## src/rtl/icache_pkg.sv

```systemverilog
// icache_pkg: cache geometry, FSM states, bus types and address helpers
package icache_pkg;
  typedef enum logic [2:0] {MSIZE1, MSIZE2, MSIZE4, MSIZE8} msize_t;
  typedef enum logic [3:0] {MLEN1 = 4'd0, MLEN2 = 4'd1, MLEN4 = 4'd3, MLEN8 = 4'd7, MLEN16 = 4'd15} mlen_t;
  typedef enum logic [1:0] {AXI_BURST_FIXED = 2'd0, AXI_BURST_INCR = 2'd1} axi_burst_t;
  typedef struct packed {
    logic        valid;
    logic [31:0] addr;
  } ibus_req_t;
  typedef struct packed {
    logic        addr_ok;
    logic        data_ok;
    logic [31:0] data;
  } ibus_resp_t;
  typedef struct packed {
    logic        valid;
    logic        is_write;
    msize_t      size;
    logic [31:0] addr;
    logic [7:0]  strobe;
    logic [63:0] data;
    mlen_t       len;
    axi_burst_t  burst;
  } cbus_req_t;
  typedef struct packed {
    logic        ready;
    logic        last;
    logic [63:0] data;
  } cbus_resp_t;
  typedef enum logic [1:0] {IDLE, REFILL, UNCACHED} icache_state_t;
  localparam int LINES = 16;
  localparam int WORDS = 4;
  localparam int OFS = 3 + $clog2(WORDS);
  localparam int IDX = $clog2(LINES);
  localparam int TAG_W = 32 - OFS - IDX;
  localparam int WB = WORDS > 1 ? $clog2(WORDS) : 1;
  function automatic logic [IDX-1:0] index_of(input logic [31:0] a);
    return a[OFS+IDX-1:OFS];
  endfunction
  function automatic logic [TAG_W-1:0] tag_of(input logic [31:0] a);
    return a[31:OFS+IDX];
  endfunction
  function automatic logic [WB-1:0] word_of(input logic [31:0] a);
    return WB'((a >> 3) & 32'(WORDS - 1));
  endfunction
  function automatic mlen_t mlen_of(input int w);
    return mlen_t'(4'(w - 1));
  endfunction
endpackage

```

## src/rtl/icache_direct_if.sv

```systemverilog
// icache_direct_if: fetch port, flush and cbus channel of the instruction cache
interface icache_direct_if;
  import icache_pkg::*;
  ibus_req_t  ireq;
  ibus_resp_t iresp;
  logic       flush;
  cbus_req_t  creq;
  cbus_resp_t cresp;
  modport master (output ireq, flush, cresp, input iresp, creq);
  modport slave (input ireq, flush, cresp, output iresp, creq);
endinterface

```

## src/rtl/icache_data_ram.sv

```systemverilog
// icache_data_ram: line storage, one synchronous word write port and one combinational line read port
module icache_data_ram import icache_pkg::*; (
  input  logic                   clk,
  input  logic                   we,
  input  logic [IDX-1:0]         widx,
  input  logic [WB-1:0]          wword,
  input  logic [63:0]            wdata,
  input  logic [IDX-1:0]         ridx,
  output logic [WORDS-1:0][63:0] rline
);
  logic [WORDS-1:0][63:0] mem [LINES];
  always_ff @(posedge clk)
    if (we) mem[widx][wword] <= wdata;
  assign rline = mem[ridx];
endmodule

```

## src/rtl/icache_direct.sv

```systemverilog
// icache_direct: direct-mapped read-only instruction cache with burst refill and uncached bypass
module icache_direct import icache_pkg::*; (
  input logic            clk,
  input logic            reset,
  icache_direct_if.slave bus
);
  icache_state_t          state, state_nx;
  logic [LINES-1:0]       valid;
  logic [TAG_W-1:0]       tags [LINES];
  logic [31:0]            addr_q;
  logic [WB-1:0]          beat;
  logic [WORDS-1:0][63:0] line;
  logic [63:0]            word;
  logic [IDX-1:0]         ridx, widx;
  logic                   hit, done, fill, ok;
  assign ridx = index_of(bus.ireq.addr);
  assign widx = index_of(addr_q);
  assign hit = bus.ireq.valid && bus.ireq.addr[31] && valid[ridx] && tags[ridx] == tag_of(bus.ireq.addr);
  assign done = bus.cresp.ready && bus.cresp.last;
  assign fill = state == REFILL && done;
  always_ff @(posedge clk or negedge reset)
    if (!reset) state <= IDLE;
    else state <= state_nx;
  always_comb
    state_nx = state != IDLE ? (done ? IDLE : state) :
               (!bus.ireq.valid || hit) ? IDLE : bus.ireq.addr[31] ? REFILL : UNCACHED;
  // flush wins over a completing fill so a line refilled across a fence.i stays invalid
  always_ff @(posedge clk or negedge reset)
    if (!reset) begin
      valid  <= '0;
      addr_q <= '0;
      beat   <= '0;
    end else begin
      if (state == IDLE) begin
        addr_q <= bus.ireq.addr[31] ? {bus.ireq.addr[31:OFS], OFS'(0)} : bus.ireq.addr;
        beat   <= '0;
      end else if (bus.cresp.ready) beat <= beat + 1'b1;
      valid <= bus.flush ? '0 : fill ? valid | (LINES'(1) << widx) : valid;
    end
  always_ff @(posedge clk)
    if (fill) tags[widx] <= tag_of(addr_q);
  icache_data_ram u_ram (
    .clk  (clk),
    .we   (state == REFILL && bus.cresp.ready),
    .widx (widx),
    .wword(beat),
    .wdata(bus.cresp.data),
    .ridx (ridx),
    .rline(line)
  );
  always_comb begin
    word = line[word_of(bus.ireq.addr)];
    ok = (state == IDLE && hit) || (state == UNCACHED && done);
    bus.iresp = '0;
    bus.iresp.addr_ok = ok;
    bus.iresp.data_ok = ok;
    bus.iresp.data = !ok ? '0 :
                     state == UNCACHED ? (addr_q[2] ? bus.cresp.data[63:32] : bus.cresp.data[31:0]) :
                     bus.ireq.addr[2] ? word[63:32] : word[31:0];
    bus.creq = '0;
    bus.creq.valid = state != IDLE;
    bus.creq.addr = state != IDLE ? addr_q : '0;
    bus.creq.size = state == REFILL ? MSIZE8 : state == UNCACHED ? MSIZE4 : MSIZE1;
    bus.creq.len = state == REFILL ? mlen_of(WORDS) : MLEN1;
    bus.creq.burst = state == REFILL ? AXI_BURST_INCR : AXI_BURST_FIXED;
  end
endmodule
```

## src/flat_wrapper.sv

```systemverilog
// flat-port wrapper written by rule: the top's interface ports become plain ports
module icache_direct_flat import icache_pkg::*;
  (clk, reset, bus_ireq, bus_flush, bus_cresp, bus_iresp, bus_creq);
  icache_direct_if bus_i ();
  input logic clk;
  input logic reset;
  input wire logic [$bits(bus_i.ireq)-1:0] bus_ireq;
  input wire logic [$bits(bus_i.flush)-1:0] bus_flush;
  input wire logic [$bits(bus_i.cresp)-1:0] bus_cresp;
  output wire logic [$bits(bus_i.iresp)-1:0] bus_iresp;
  output wire logic [$bits(bus_i.creq)-1:0] bus_creq;
  assign bus_i.ireq = bus_ireq;
  assign bus_i.flush = bus_flush;
  assign bus_i.cresp = bus_cresp;
  assign bus_iresp = bus_i.iresp;
  assign bus_creq = bus_i.creq;
  icache_direct u_core (.clk(clk), .reset(reset), .bus(bus_i));
endmodule
```

## config.mk

```make
export PLATFORM = sky130hd
export DESIGN_NAME = icache_direct_flat
export DESIGN_NICKNAME = d
export VERILOG_FILES = /design/src/rtl/icache_pkg.sv /design/src/rtl/icache_direct_if.sv /design/src/rtl/icache_data_ram.sv /design/src/rtl/icache_direct.sv /design/src/flat_wrapper.sv
export SDC_FILE = /design/constraint.sdc
export NUM_CORES = 2
export LEC_CHECK = 0
export CELL_PAD_IN_SITES_DETAIL_PLACEMENT = 1
export CELL_PAD_IN_SITES_GLOBAL_PLACEMENT = 1
export CORE_MARGIN = 5
export CORE_UTILIZATION = 35
export CTS_BUF_LIST = sky130_fd_sc_hd__clkbuf_4 sky130_fd_sc_hd__clkbuf_8
export DETAILED_ROUTE_END_ITERATION = 7
export GPL_ROUTABILITY_DRIVEN = 0
export PLACE_DENSITY_LB_ADDON = 0.1
export SLEW_MARGIN = 5
export SYNTH_ARGS = -nofsm -noshare
export SYNTH_HDL_FRONTEND = slang
export SYNTH_HIERARCHICAL = 1
export SYNTH_MEMORY_MAX_BITS = 65536
export SYNTH_SLANG_ARGS = --single-unit
```

## constraint.sdc

```tcl
create_clock -name clk -period 7.16 [get_ports clk]
set_input_delay 1.074 -clock clk [delete_from_list [all_inputs] [get_ports clk]]
set_output_delay 1.074 -clock clk [all_outputs]
set_load 0.05 [all_outputs]
```

==> metrics.yaml <==
status: "finished clean"
synth_edf_count: 4464
fp.dieW_microns: 717
layout-drive-gt1-share_pct: 34.1
die_area_sq_um: 514000
synth_seq_cells: 4516
hold_violations: 0
path_max_fanout: 55
path_class: "input port to output port"
ir_worst_vdd_mv: 0.190
powerDensity_nw_per_um2: 278
cts_made_buffers: 770
clockBufferDepth: 4
grt_max_degree: 100
clock_skew_ns: 0.0853
clock.fmax_ghz: 0.147
whs_path_depth: 1
clock-sinks: 4516
crit_path_end_kind: "output port"
syn_area_sq_um: 175000
tightest_slew_ns: 1.37
grt_pass1_wl_mm: 834
grt_antenna_before_repair: 56
reg2reg_to: "u_core/u_ram/mem[9][254]"
io_pins: 251
rrSetupSlack_ns: 2.64
pre_cts_slack_ns: 0.0774
nets: 8871
fp.dieH_microns: 717
cp_data_arrival_time_ns: 5.72
grt_usage_pct: 23.8
first_iter_violations: 10076
grt_pass1_vias: 94348
r2r_cells: 6
vias_per_cell: 5.64
fin_crit_sh_pct: 94.9
slowest_delay_ns: 1.17
crit_chain: "buf_8 > inv_2 > mux4_2 > xnor2_1 > o31ai_1 > nor4_4 > nand4_4 > o31ai_2 > buf_12"
grt-ovfl-total: 0
max_cap_viol_count: 0
clk_pin_slew_ns: 0.06
syn2layout_area_growth_pct: 15.7
syn_inst: 7830
setup_tns_ns: 0
slew_headroom_pct: 8.41
remaining_drc_errors: 0
synth_cell_types: 60
power.leakage_nw: 64.1
htree_levels: 6
ys.flop_type: "edfxtp_1"
post_cts_buffers: 0
rsz0062_at_grt: "false"
vias: 90409
reg2reg_from: "u_core/state[1]"
cts_root_buffer: "clkbuf_8"
setup_ws_ns: 0.364
routed_wl_mm: 622
slew_violations: 0
yosysSeqAreaShare_pct: 77.3
dp_hpwl_mm: 336
critPathSlowestCell: "o31ai_2"
setup_viol: 0
io_buffer_count: 173
hp-class: "input port to flip-flop"
yosysWarningCount: 6
drt-wirelength-per-cell_microns: 38.8
hp-start: "bus_cresp[8]"
drtPass1Iterations: 5
layout_min_cycle_time_ns: 6.80
core_area_sq_um: 498000
cp-start-kind: "input port"
initial_core_util_pct: 35.1
clock_latency_ns: 1.28
row_count: 259
worstPathRequired_ns: 6.09
ant_nets: 0
synth.avg_cell_area_sq_um: 22.4
async_flop_share_pct: 1.15
min_to: "u_core/u_ram/mem[14][200]"
cts_tree: "built"
[placed cells by master (no fill, tap or decap), types with 12 or more instances in the layout]
master              n
o31ai_2            29
mux2i_1           171
o22a_1             23
o221ai_1           76
inv_6              12
nor2b_1           120
edfxtp_1         4464
inv_8              13
o21ai_0            50
nor2_4             68
nand2b_1           37
nand3_1            44
buf_12            137
buf_4             349
clkinvlp_4         12
clkinv_2           53
dfrtp_1            51
a21o_1             33
buf_2              64
diode_2            16
mux4_2           1060
clkbuf_8          795
xor2_1             19
o21ai_1            14
mux2_2            232
clkinv_1          152
clkbuf_4          300
a21oi_1            32
clkdlybuf4s50_1    67
nor2_1             83
nand2_1           175
a221oi_1           35
a22oi_1           382
conb_1             77
[stage by stage]
stage	area (sq um)	std cells	power, W	utilization [%]	hold slack (ns)
4_1_cts	203000	16006	0.0571	40.7	0.0271
3_3_place_gp	188000	14648	0.0340	37.7	0.473
3_5_place_dp	188000	14648	0.0341	37.7	0.492
2_1_floorplan	175000	7906	0.0321	-	0.458
6_report	203000	16022	0.0564	40.7	0.147
5_1_grt	203000	16009	0.0585	40.7	0.0950
[layout make-up]
type                    instances  area (sq um)
multi-input cells            2849         37500
diodes                         16          40.0
flip-flops and latches       4516        135000
repair buffers                624          6460
fillers                     46643        296000
clock buffers                1094         13200
inverters                       5          18.8
well taps                    6655          8330
clock inverters               263          1650
[metal layers]
metal	GRT usage [%]	vias to the layer above	share of wire, %
met5	0	-	0.020
met4	5.02	18	2.0
met3	4.24	781	6.6
met2	39.8	3534	49
met1	32.8	51022	42
li1	-	35054	-
[timing repair]
item / in CTS / in global routing
gates resized for setup: 0 / 0
hold buffers: 1 / 0
hold endpoints to repair: 52 / 0
[sequential cells by signal, indices dropped and copies added (netlist names)]
name              flops
u_core/addr_q        32
u_core/state          2
u_core/u_ram/mem   4096
u_core/tags         368
u_core/beat           2
u_core/valid         16
[how the worst max path moves through the flow]
stage / from / to / slack, ns / cells past startpoint
5_1_grt: bus_ireq[6] / bus_iresp[8] / 0.14 / 10
6_report: bus_ireq[6] / bus_iresp[8] / 0.36 / 9
3_3_place_gp: bus_ireq[6] / bus_iresp[8] / 0.09 / 10
2_1_floorplan: bus_cresp[65] / u_core/u_ram/mem[13][0] / 1.87 / 5
4_1_cts: bus_ireq[6] / bus_iresp[8] / 0.09 / 9
3_5_place_dp: bus_ireq[6] / bus_iresp[8] / 0.08 / 9
[power breakdown]
part           internal, W  switching [W]
sequential          0.0294       0.000294
clock               0.0122         0.0107
combinational      0.00128        0.00253
[cell families (layout without fill, tap and decap cells)]
logic type | count (synthesis) | count (layout) | share of synthesized area, %
flops | 4516 | 4516 | 77.3
simple gates | 582 | 582 | 1.59
xor+xnor | 27 | 27 | 0.135
other cells | 1 | 93 | 0.00214
buf+inv | 541 | 1986 | 1.75
fa+ha+maj | 3 | 3 | 0.0214
mux | 1467 | 1467 | 16.1
compound gates | 693 | 693 | 3.03
[Yosys cell counts, types with 3 or more instances]
cell,n,area (sq um)
a21o_1,33,248
a21oi_1,32,160
a221oi_1,35,307
a22oi_1,382,2870
and2_1,7,43.8
buf_1,49,184
buf_2,89,445
buf_4,139,1040
buf_6,53,597
clkbuf_1,205,769
dfrtp_1,52,1300
edfxtp_1,4464,134000
ha_1,3,37.5
inv_1,4,15.0
mux2_1,3,33.8
mux2_2,232,2610
mux2i_1,172,1720
mux4_2,1060,23900
nand2_1,176,661
nand2b_1,39,244
nand3_1,45,225
nand3b_1,3,22.5
nand4_1,5,31.3
nor2_1,161,604
nor2b_1,126,788
nor3_1,7,35.0
o2111ai_1,3,26.3
o21ai_0,50,250
o21ai_1,14,70.1
o221ai_1,76,666
o22a_1,23,201
o31ai_1,5,37.5
o31ai_2,29,363
xnor2_1,8,70.1
xor2_1,19,166
[worst max-delay path, delay by kind of cell]
family / cells / cell delay [ns]
AO/OA/AOI/OAI: 2 / 1.39
multiplexers: 1 / 0.57
XOR/XNOR: 1 / 0.23
AND/OR/NAND/NOR: 2 / 1.01
buffers and inverters: 3 / 1.31
Note: power is estimated with default switching activity, not from simulation.
